<file path="config.mk">
export PLATFORM = sky130hd
export DESIGN_NAME = rom_fetch_ctrl
export DESIGN_NICKNAME = d
export VERILOG_FILES = /design/src/rtl/rom_if_pkg.sv /design/src/rtl/rom_fetch_ctrl.sv
export SDC_FILE = /design/constraint.sdc
export NUM_CORES = 1
export LEC_CHECK = 0
export ABC_CLOCK_PERIOD_IN_PS = 2250
export BUFFER_PORTS_ARGS = -buffer_cell sky130_fd_sc_hd__buf_2
export CORE_MARGIN = 3
export CORE_UTILIZATION = 45
export DETAILED_ROUTE_END_ITERATION = 12
export HOLD_SLACK_MARGIN = 0.03
export PLACE_DENSITY = 0.78
export SYNTH_ARGS = -nofsm -noshare
export SYNTH_HDL_FRONTEND = slang
export SYNTH_SLANG_ARGS = --single-unit
</file>
<file path="constraint.sdc">
create_clock -name clk_i -period 2.25 [get_ports clk_i]
set_input_delay 0.3375 -clock clk_i [delete_from_list [all_inputs] [get_ports clk_i]]
set_output_delay 0.3375 -clock clk_i [all_outputs]
set_load 0.03 [all_outputs]
</file>
<file path="src/rtl/rom_if_pkg.sv">
`default_nettype none
// ============================================================================
//  Module      : rom_if_pkg
//  Description : Shared types and constants for the asynchronous ROM fetch
//                controller: FSM state encoding, default bus geometry and
//                chip-select polarity.
//  Revision    : 1.0 - initial release
// ============================================================================
package rom_if_pkg;

  typedef enum logic [1:0] {
    IDLE   = 2'd0,
    ACCESS = 2'd1,
    HOLD   = 2'd2,
    FIN    = 2'd3
  } fetch_state_t;

  localparam int ROM_DEPTH = 8;
  localparam int ROM_WIDTH = 5;

  // Chip select is active low on the ROM side.
  localparam logic CS_ON  = 1'b0;
  localparam logic CS_OFF = 1'b1;

  // Access timer width; holds WAIT_CYC values 1..15.
  localparam int TIMER_W = 4;

endpackage : rom_if_pkg
`default_nettype wire

</file>
<file path="src/rtl/rom_fetch_ctrl.sv">
`default_nettype none
// ============================================================================
//  Module      : rom_fetch_ctrl
//  Description : Burst initiator for an asynchronous ROM. Reads LEN words
//                from START_ADDR (address wraps), holds CS/OE for WAIT_CYC
//                cycles per access, and hands each word to the consumer
//                over a VALID/READY handshake. All outputs are registered.
//  Revision    : 1.0 - initial release
// ============================================================================
module rom_fetch_ctrl
  import rom_if_pkg::*;
#(
  parameter int DEPTH    = ROM_DEPTH,
  parameter int WIDTH    = ROM_WIDTH,
  parameter int WAIT_CYC = 1
) (
  input  logic             clk_i,
  input  logic             rst_n_i,
  input  logic             start_i,
  input  logic [WIDTH-1:0] start_addr_i,
  input  logic [WIDTH:0]   len_i,
  output logic [DEPTH-1:0] word_out_o,
  output logic             word_valid_o,
  input  logic             word_ready_i,
  output logic             busy_o,
  output logic             done_o,
  output logic [WIDTH-1:0] adb_o,
  output logic             cs_o,
  output logic             oe_o,
  input  logic [DEPTH-1:0] datab_i
);

  localparam logic [TIMER_W-1:0] TIMER_LOAD = TIMER_W'(WAIT_CYC);
  localparam logic [TIMER_W-1:0] TIMER_ONE  = TIMER_W'(1);
  localparam logic [WIDTH-1:0]   ADDR_ONE   = WIDTH'(1);
  localparam logic [WIDTH:0]     REM_ONE    = (WIDTH + 1)'(1);
  localparam logic [WIDTH:0]     REM_ZERO   = '0;

  fetch_state_t         state_q, state_d;
  logic [WIDTH-1:0]     adb_q,   adb_d;
  logic                 cs_q,    cs_d;
  logic                 oe_q,    oe_d;
  logic [DEPTH-1:0]     word_q,  word_d;
  logic                 valid_q, valid_d;
  logic                 busy_q,  busy_d;
  logic                 done_q,  done_d;
  logic [WIDTH:0]       rem_q,   rem_d;
  logic [TIMER_W-1:0]   timer_q, timer_d;

  // Next-state logic: burst sequencing, access timing and handshake.
  always_comb begin
    state_d = state_q;
    adb_d   = adb_q;
    cs_d    = cs_q;
    oe_d    = oe_q;
    word_d  = word_q;
    valid_d = valid_q;
    rem_d   = rem_q;
    timer_d = timer_q;

    case (state_q)
      IDLE: begin
        if (start_i) begin
          if (len_i != REM_ZERO) begin
            state_d = ACCESS;
            adb_d   = start_addr_i;
            cs_d    = CS_ON;
            oe_d    = 1'b1;
            rem_d   = len_i;
            timer_d = TIMER_LOAD;
          end else begin
            // Empty burst: complete without touching the ROM.
            state_d = FIN;
          end
        end
      end

      ACCESS: begin
        if (timer_q == TIMER_ONE) begin
          // Data has settled for WAIT_CYC cycles; capture and release the ROM.
          word_d  = datab_i;
          valid_d = 1'b1;
          cs_d    = CS_OFF;
          oe_d    = 1'b0;
          state_d = HOLD;
        end else begin
          timer_d = timer_q - TIMER_ONE;
        end
      end

      HOLD: begin
        if (valid_q && word_ready_i) begin
          valid_d = 1'b0;
          rem_d   = rem_q - REM_ONE;
          if (rem_q == REM_ONE) begin
            state_d = FIN;
          end else begin
            adb_d   = adb_q + ADDR_ONE;
            cs_d    = CS_ON;
            oe_d    = 1'b1;
            timer_d = TIMER_LOAD;
            state_d = ACCESS;
          end
        end
      end

      FIN: begin
        state_d = IDLE;
      end

      default: begin
        state_d = IDLE;
        cs_d    = CS_OFF;
        oe_d    = 1'b0;
        valid_d = 1'b0;
      end
    endcase

    busy_d = (state_d != IDLE);
    done_d = (state_d == FIN);
  end

  // State and output registers with synchronous active-low reset.
  always_ff @(posedge clk_i) begin
    if (!rst_n_i) begin
      state_q <= IDLE;
      adb_q   <= '0;
      cs_q    <= CS_OFF;
      oe_q    <= 1'b0;
      word_q  <= '0;
      valid_q <= 1'b0;
      busy_q  <= 1'b0;
      done_q  <= 1'b0;
      rem_q   <= '0;
      timer_q <= '0;
    end else begin
      state_q <= state_d;
      adb_q   <= adb_d;
      cs_q    <= cs_d;
      oe_q    <= oe_d;
      word_q  <= word_d;
      valid_q <= valid_d;
      busy_q  <= busy_d;
      done_q  <= done_d;
      rem_q   <= rem_d;
      timer_q <= timer_d;
    end
  end

  assign word_out_o   = word_q;
  assign word_valid_o = valid_q;
  assign busy_o       = busy_q;
  assign done_o       = done_q;
  assign adb_o        = adb_q;
  assign cs_o         = cs_q;
  assign oe_o         = oe_q;

endmodule : rom_fetch_ctrl
`default_nettype wire

</file>
==> metrics.yaml, run 1 <==
synthesis:
  yosysTopAreaCell: "dfxtp_1"
  async_reset_ff_share_pct: 0
  synth_edf_count: 0
  yosysTopAreaCellShare_pct: 38.5
  synth_warnings: 0
  yosys-top-cells-area: "dfxtp_1 38%, nand2_1 7.7%, a21oi_1 6.4%, ha_1 4.0%, o21ai_0 2.2%"
  postSynthAreaPerCell_um2: 8.43
  synth_cells: 185
  synth_seq_area_share_pct: 38.5
  yosys_most_used_dff: "dfxtp_1"
  syn_nets: 213
  syn-cell-area_um2: 1560
  ys_seq_elements: 30
  synth_cell_types: 48
detailed_routing:
  first_pass_iters: 4
  vias: 1486
  ant_nets: 0
  wirelength_um: 3500
  drc: 0
  via_per_inst: 5.52
  drtIter0Drc: 72
  post_drt_wl_per_cell_um: 13.0
timing:
  max_freq_ghz: 0.506
  worst_pin_slew_ns: 0.659
  hold_violations: 0
  fin_hold_ws_ns: 0.224
  rsz0062_at_grt: "false"
  finalSetupTns_ns: 0
  setup_viol: 0
  fin_crit_ns: 1.98
  maxSlewViolCount: 0
  relSlewSlack_pct: 56.0
  skew_ns: 0.0147
  setup_ws_ns: 0.274
  min_period_over_period_pct: 87.8
place:
  dp_slack_ns: 0.283
  place_congestion: 0.816
  numPortBuffers: 40
  dp_hpwl_um: 2520
final_layout:
  layout_commonest_cell: "buf_2"
  area_growth_syn_to_layout_pct: 16.9
  num-fill-cells: 318
  final_cell_mix: "40 x buf_2, 32 x nand2_1, 30 x dfxtp_1"
  drive_above_1_share_pct: 28.4
  diodes: 0
  layout.nets: 252
grt:
  grt.total_usage_pct: 18.1
  grt_max_degree: 21
  grt-ovfl-total: 0
  grt_pass1_vias: 1349
  antenna_found_initial: 0
  grt_pass1_wl_um: 5930
die:
  dieArea_um2: 4210
  rows: 20
  fp.dieH_um: 64.9
  start_util_pct: 49.1
  core_um2: 3180
  die_w_um: 64.9
  ios: 41
clocking:
  cts_setup_buffers: 0
  insertion_delay_ns: 0.34
  cts_hold_buffers: 0
  numCtsBuffers: 5
  clockBufferDepth: 2
  cts_root_buffer: "clkbuf_4"
  clk_pin_slew_ns: 0.10
  cts_sinks: 30
  cts_tree: "done"
  ctsResizeCount: 0
  cts_htree_levels: 2
setup_path:
  cp_slowest_cell: "a22o_1"
  end_kind: "register"
  worstSetupStartpointType: "register"
  crit_required_ns: 2.49
  crit_start: "rem_q[1]"
  r2r-start: "rem_q[1]"
  crit_path_cell_trace: "inv_1 -> ha_1 -> and4bb_1 -> a22o_1 -> or2_2 -> o221a_2"
  cp_max_fo: 19
  arrival_ns: 2.22
  critPathMaxStageDelay_ns: 0.43
  crit_type: "reg -> reg"
worst_hold_path:
  hp-class: "in -> reg"
  worstHoldStart: "datab_i[7]"
status:
  outcome: "complete, no violations"
pwr:
  p_leak_nw: 0.772
  power.density_nw_per_um2: 801
  p_total_mw: 1.46
  irDropWorstVdd_uv: 423
job:
  max_cap_violations: 0
[state kept, by name, summed over array words and instances (netlist names)]
signal        count
adb_o             5
cs_o              1
word_out_o        8
done_o            1
busy_o            1
timer_q           4
word_valid_o      1
oe_o              1
rem_q             6
state_q           2
[area by class of cell]
class | count | area (µm²) | share of cell area (%)
multi-input cells | 140 | 871 | 47.7
clock buffers | 6 | 51.3 | 2.81
flip-flops and latches | 30 | 601 | 32.9
clock inverters | 2 | 12.5 | 0.686
well taps | 44 | 55.1 | 3.02
repair buffers | 42 | 215 | 11.8
inverters | 5 | 18.8 | 1.03
[per-stage QoR]
stage          instance area (µm²)  util, %  cells
6_report                      1820     57.4    269
3_3_place_gp                  1760     55.4    261
4_1_cts                       1820     57.4    269
3_5_place_dp                  1760     55.4    261
2_1_floorplan                 1560        -    185
5_1_grt                       1820     57.4    269
[layer usage]
metal	global-route usage, %	wire [µm]
met1	23.3	1630
met2	27.1	1580
met3	7.97	249
met4	5.54	40
met5	0	0
[critical path, delay by kind of cell (launching register included)]
| family | cells | cell delay (ns) |
|---|---|---|
| AOI/OAI and AO/OA | 2 | 0.66 |
| buffers and inverters | 1 | 0.08 |
| adders and majority gates | 1 | 0.17 |
| DFF | 1 | 0.36 |
| and+or+nand+nor | 2 | 0.62 |
[synth_stat cells, drive strengths merged (2+ instances only)]
| master | number |
|---|---|
| and2b | 2 |
| and2 | 5 |
| inv | 5 |
| mux2i | 2 |
| o22ai | 5 |
| xor2 | 2 |
| o221a | 2 |
| or2 | 2 |
| o311ai | 4 |
| nor2 | 9 |
| o211ai | 3 |
| dfxtp | 30 |
| or4 | 4 |
| o31ai | 4 |
| nand3 | 5 |
| a21oi | 20 |
| clkbuf | 6 |
| ha | 5 |
| nor3b | 3 |
| buf | 4 |
| a211o | 2 |
| nand2 | 32 |
| nor3 | 5 |
| o21ai | 8 |
[power breakdown]
group	switching (mW)	internal (mW)
sequential	0.0604	0.600
clock	0.196	0.150
combinational	0.266	0.188
total	0.522	0.938
[path summary, 6_finish.rpt]
kind                   end  slack (ns)  cells after the start
max               adb_o[0]        0.27                      6
min          word_out_o[7]        0.22                      3
max reg2reg       adb_o[0]        0.27                      6
min reg2reg  word_out_o[5]        0.46                      2
[cells by family (layout without fill, tap and decap cells)]
logic type      count (synthesis)  after routing  synth area share, %
simple gates                   74             74                 24.8
buf+inv                        15             55                 5.69
mux                             2              2                 1.28
fa+ha+maj                       5              5                 4.01
xor+xnor                        2              2                 1.12
flops                          30             30                 38.5
compound gates                 57             57                 24.6
No activity file was read; power rests on OpenSTA's default activity.
==> inputs of run 2 (changes only) <==
--- a/config.mk
+++ b/config.mk
@@ -5,13 +5,14 @@
 export SDC_FILE = /design/constraint.sdc
 export NUM_CORES = 1
 export LEC_CHECK = 0
+export ABC_AREA = 1
 export ABC_CLOCK_PERIOD_IN_PS = 2250
 export BUFFER_PORTS_ARGS = -buffer_cell sky130_fd_sc_hd__buf_2
 export CORE_MARGIN = 3
 export CORE_UTILIZATION = 45
 export DETAILED_ROUTE_END_ITERATION = 12
 export HOLD_SLACK_MARGIN = 0.03
-export PLACE_DENSITY = 0.78
+export PLACE_DENSITY = 0.77
 export SYNTH_ARGS = -nofsm -noshare
 export SYNTH_HDL_FRONTEND = slang
 export SYNTH_SLANG_ARGS = --single-unit
==> metrics.yaml, run 2 <==
status:
  outcome: "complete, no violations"
setup_path:
  r2r_end: "timer_q[1]"
  worstSetupStartpointType: "register"
  crit_path_end: "timer_q[1]"
  critPathMaxStageDelay_ns: 0.50
  arrival_ns: 1.73
  r2r-start: "state_q[1]"
  crit_type: "reg -> reg"
  crit_start: "state_q[1]"
  crit_path_cell_trace: "inv_2 -> nor2_4 -> nand2_1 -> nor2_1 -> nor2_1 -> nand3_1 -> nand2_1 -> nand2_1 -> nor2_1"
  crit_required_ns: 2.49
  reg2reg_slack_ns: 0.76
  cp_max_fo: 9
  end_kind: "register"
  reg2regPathDepth: 9
  cp_slowest_cell: "dfxtp_1"
clocking:
  cts_setup_buffers: 0
  cts_hold_buffers: 0
  cts_htree_levels: 2
  numCtsBuffers: 5
  cts_sinks: 30
  cts_tree: "done"
  insertion_delay_ns: 0.33
  clockBufferDepth: 2
  clk_pin_slew_ns: 0.10
  cts_root_buffer: "clkbuf_4"
  ctsResizeCount: 0
place:
  numPortBuffers: 40
  placed_area_um2: 1860
  dp_hpwl_um: 2680
  place_congestion: 0.844
timing:
  max_freq_ghz: 0.673
  hold_violations: 0
  skew_ns: 0.00504
  maxSlewViolCount: 0
  min_period_over_period_pct: 66.0
  finalSetupTns_ns: 0
  setup_viol: 0
  rsz0062_at_grt: "false"
  worst_pin_slew_ns: 0.518
  fin_crit_ns: 1.49
  relSlewSlack_pct: 65.3
pwr:
  power.switching_mw: 0.590
  p_sw_share_pct: 38.8
  combPwrFrac_pct: 33.8
  p_int_mw: 0.930
  power.density_nw_per_um2: 791
  p_total_mw: 1.52
  seq_power_share_pct: 43.5
  clkPwrFrac_pct: 22.7
  irDropWorstVdd_uv: 557
  p_leak_nw: 0.957
synthesis:
  synth_warnings: 0
  yosysMostFrequentCell: "nand2_1"
  synth_cells: 246
  async_reset_ff_share_pct: 0
  synth_cell_types: 23
  postSynthAreaPerCell_um2: 6.55
  yosys-top-cells-area: "dfxtp_1 37%, nand2_1 14%, nor2_1 12%, nand3_1 5.6%, o21ai_0 5.6%"
  yosys_most_used_dff: "dfxtp_1"
  syn-cell-area_um2: 1610
  yosysTopAreaCellShare_pct: 37.3
  syn_nets: 274
  synth_common_cells: "58 x nand2_1, 52 x nor2_1, 30 x dfxtp_1"
  ys_seq_elements: 30
  synth_edf_count: 0
  yosysTopAreaCell: "dfxtp_1"
  synth_seq_area_share_pct: 37.3
final_layout:
  layout_commonest_cell: "nand2_1"
  layout.nets: 317
  largest_register_ffs: 8
  drive_above_1_share_pct: 24.1
  final_cell_mix: "58 x nand2_1, 52 x nor2_1, 40 x buf_2"
  area_growth_syn_to_layout_pct: 19.2
  diodes: 0
  finalInstanceArea_um2: 1920
  fin_util_pct: 56.7
die:
  fp.dieH_um: 65.8
  dieArea_um2: 4340
  core_um2: 3390
  rows: 21
  ios: 41
  start_util_pct: 47.5
  die_w_um: 65.8
worst_hold_path:
  hp-class: "in -> reg"
detailed_routing:
  drc: 0
  drtIter0Drc: 83
  via_per_inst: 4.77
  vias: 1602
  first_pass_iters: 4
  post_drt_wl_per_cell_um: 10.7
  ant_nets: 0
  wirelength_um: 3590
grt:
  grt-ovfl-total: 0
  grt.total_usage_pct: 17.5
  antenna_found_initial: 0
  grt_pass1_vias: 1337
  grt_max_degree: 20
  grt_pass1_wl_um: 5820
job:
  max_cap_violations: 0
[run 2: cell types whose count changed after synthesis, sizes merged, moves of 5 or more]
cell / change
nor3: -5
nor2: +48
inv: +18
a21oi: -7
o21ai: +13
nand2: +31
o22ai: -5
nand3: +14
and2: -5
[run 2: through the flow]
step,setup WS (ns),instances,hold slack [ns]
6_report,0.764,336,0.249
5_1_grt,0.591,336,0.244
4_1_cts,0.763,336,0.239
3_5_place_dp,0.777,328,0.444
3_3_place_gp,0.795,328,0.438
2_1_floorplan,0.949,246,0.458
[run 2: layout make-up]
type | instances | area (µm²)
fillers | 348 | 1470
inverters | 23 | 86.3
flip-flops and latches | 30 | 601
well taps | 46 | 57.6
repair buffers | 41 | 208
clock buffers | 6 | 51.3
clock inverters | 2 | 12.5
multi-input cells | 188 | 905
[run 2: worst min path at each step]
stage	cells after the start	end	slack (ns)	startpoint
global route	3	word_out_o[2]	0.24	datab_i[2]
detailed placement	2	cs_o	0.44	cs_o
CTS	3	word_out_o[5]	0.24	datab_i[5]
floorplan	2	rem_q[1]	0.46	rem_q[1]
finish	3	word_out_o[1]	0.25	datab_i[1]
global placement	2	cs_o	0.44	cs_o
[run 2: cell families (layout without fill, tap and decap cells)]
logic type	after synthesis	in the layout	share of synthesized area, %
flip-flops	30	30	37.3
AND/OR/NAND/NOR	145	145	39.7
buffers and inverters	28	72	6.60
adder cells (fa/ha/maj)	5	5	3.88
AO/OA/AOI/OAI	36	36	11.5
XOR/XNOR	2	2	1.09
[run 2: power by group through the flow]
stage	logic [mW]	registers [mW]	clock network, mW
6_report	0.513	0.662	0.345
3_5_place_dp	0.514	0.673	0
4_1_cts	0.516	0.662	0.357
2_1_floorplan	0.312	0.744	0
3_3_place_gp	0.509	0.673	0
5_1_grt	0.577	0.675	0.388
[run 2: critical path, delay by kind of cell, from the launching register on]
| family | cells | cell delay, ns |
|---|---|---|
| simple gates | 8 | 0.79 |
| flops | 1 | 0.50 |
| buf+inv | 1 | 0.09 |
[run 2: metal layers]
layer  global-route usage (%)  part of all wire [%]  up-vias
met5                        0                     0        -
met4                     5.44                   1.4        0
met3                     4.76                   3.8        6
met2                     28.0                    46       23
met1                     22.6                    49      706
li1                         -                     -      867
==> inputs of run 3 (changes only) <==
--- a/config.mk
+++ b/config.mk
@@ -6,13 +6,13 @@
 export NUM_CORES = 1
 export LEC_CHECK = 0
 export ABC_AREA = 1
-export ABC_CLOCK_PERIOD_IN_PS = 2250
+export ABC_CLOCK_PERIOD_IN_PS = 1260
 export BUFFER_PORTS_ARGS = -buffer_cell sky130_fd_sc_hd__buf_2
 export CORE_MARGIN = 3
 export CORE_UTILIZATION = 45
 export DETAILED_ROUTE_END_ITERATION = 12
 export HOLD_SLACK_MARGIN = 0.03
-export PLACE_DENSITY = 0.77
+export PLACE_DENSITY = 0.8
 export SYNTH_ARGS = -nofsm -noshare
 export SYNTH_HDL_FRONTEND = slang
 export SYNTH_SLANG_ARGS = --single-unit
==> constraint.sdc (replaced) <==
create_clock -name clk_i -period 1.26 [get_ports clk_i]
set_input_delay 0.189 -clock clk_i [delete_from_list [all_inputs] [get_ports clk_i]]
set_output_delay 0.189 -clock clk_i [all_outputs]
set_load 0.03 [all_outputs]
==> metrics.yaml, run 3 (synthesis results as in run 2) <==
status:
  outcome: "finished, violations left"
  violations: "setup timing"
place:
  place_congestion: 0.901
  numPortBuffers: 40
  placed_area_um2: 2030
  dp_hpwl_um: 2980
clocking:
  cts_root_buffer: "clkbuf_4"
  numCtsBuffers: 5
  clk_pin_slew_ns: 0.11
  cts_sinks: 30
  cts_htree_levels: 2
  cts_hold_buffers: 0
  insertion_delay_ns: 0.33
  cts_tree: "done"
  clockBufferDepth: 2
setup_path:
  end_kind: "register"
  arrival_ns: 1.63
  path_delay_family: "simple AND/OR/NAND/NOR gates"
  reg2regPathDepth: 9
  crit_type: "reg -> reg"
  crit_path_frequent_cell: "nand2_2"
  r2r-start: "rem_q[1]"
  cp_slowest_cell: "dfxtp_2"
  cp_max_fo: 5
  worstSetupStartpointType: "register"
  crit_path_cell_trace: "inv_2 -> ha_4 -> nand2_2 -> nor2_2 -> nand2_2 -> buf_12 -> nand3_4 -> o21ai_2 -> nor2_1"
  critPathMaxStageDelay_ns: 0.36
  path_buf_inv: 2
  reg2reg_slack_ns: -0.13
  crit_required_ns: 1.50
  r2r_end: "adb_o[4]"
grt:
  grt_max_degree: 19
  grt_pass1_vias: 1722
  antenna_found_initial: 0
  grt.total_usage_pct: 22.2
  grt_pass1_wl_um: 7460
  grt-ovfl-total: 0
timing:
  rsz0062_at_grt: "true"
  relSlewSlack_pct: 68.1
  skew_ns: 0.0139
  worst_pin_slew_ns: 0.479
  finalSetupTns_ns: -1.08
  fin_crit_ns: 1.39
  maxSlewViolCount: 0
  setup_ws_ns: -0.133
  setup_viol: 17
  min_period_over_period_pct: 111
  hold_violations: 0
  max_freq_ghz: 0.718
detailed_routing:
  first_pass_iters: 4
  post_drt_wl_per_cell_um: 13.9
  drtIter0Drc: 156
  ant_nets: 0
  wirelength_um: 5060
  vias: 1929
  via_per_inst: 5.30
  drc: 0
final_layout:
  fin_util_pct: 71.5
  largest_register_ffs: 8
  num-fill-cells: 261
  layout.nets: 345
  finalInstanceArea_um2: 2420
  drive_above_1_share_pct: 47.5
  layout_commonest_cell: "nand2_1"
  diodes: 0
  final_cell_mix: "48 x nand2_1, 41 x buf_2, 39 x nor2_1"
  area_growth_syn_to_layout_pct: 50.5
job:
  max_cap_violations: 0
die:
  start_util_pct: 47.5
  core_um2: 3390
  ios: 41
  rows: 21
  die_w_um: 65.8
  dieArea_um2: 4340
  fp.dieH_um: 65.8
worst_hold_path:
  hp-class: "in -> reg"
  worstHoldStart: "datab_i[6]"
  worstHoldEndpoint: "word_out_o[6]"
  min_path_cells: 3
pwr:
  p_leak_nw: 1.15
  irDropWorstVdd_uv: 795
  power.density_nw_per_um2: 1310
[run 3: worst max-delay path by stage]
stage	cells after the start	startpoint	to
floorplan	9	state_q[1]	adb_o[0]
global placement	7	state_q[1]	adb_o[0]
detailed placement	8	state_q[0]	adb_o[1]
CTS	10	rem_q[1]	timer_q[1]
global route	9	rem_q[1]	timer_q[1]
finish	9	rem_q[1]	adb_o[4]
[run 3: cell type report]
type | count | area, µm² | area share, %
well taps | 46 | 57.6 | 2.37
clock buffers | 6 | 51.3 | 2.12
inverters | 23 | 93.8 | 3.87
clock inverters | 2 | 12.5 | 0.516
repair buffers | 68 | 428 | 17.6
flip-flops and latches | 30 | 618 | 25.5
multi-input cells | 189 | 1160 | 48.0
[run 3: worst reg2reg max path, cell delays in order, from the launching register on]
cell and delay (ns):
dfxtp_2 0.36, inv_2 0.06, ha_4 0.16, nand2_2 0.06
nor2_2 0.04, nand2_2 0.16, buf_12 0.13, nand3_4 0.12
o21ai_2 0.16, nor2_1 0.04
[run 3: timing repair]
item,in CTS,in global routing
setup buffers,4,1
pin swaps,14,25
cloned,1,1
setup endpoints to repair,28,29
gates resized for setup,32,53
[run 3: metrics by stage]
| step | total power, mW | setup slack [ns] | hold WS, ns | std cells |
|---|---|---|---|---|
| after detailed placement | 2.26 | -0.127 | 0.445 | 351 |
| after floorplan | 1.89 | 0.00354 | 0.356 | 246 |
| after CTS | 2.98 | -0.0217 | 0.101 | 364 |
| after global routing | 3.38 | -0.177 | 0.0997 | 364 |
| final | 3.18 | -0.133 | 0.0910 | 364 |
| after global placement | 2.24 | -0.0985 | 0.438 | 351 |
[run 3: where the power goes]
group | switching, mW | internal (mW) | total (mW)
registers | 0.123 | 1.08 | 1.21
logic | 0.814 | 0.530 | 1.34
clock network | 0.366 | 0.268 | 0.634
total | 1.30 | 1.88 | 3.18
[run 3: per-layer routing]
metal  track usage, %  vias up  routed length, µm
met5                0        -                  0
met4             10.4        0                181
met3             4.42       20                326
met2             37.8       87               2550
met1             26.6      894               2010
li1                 -      928                  -
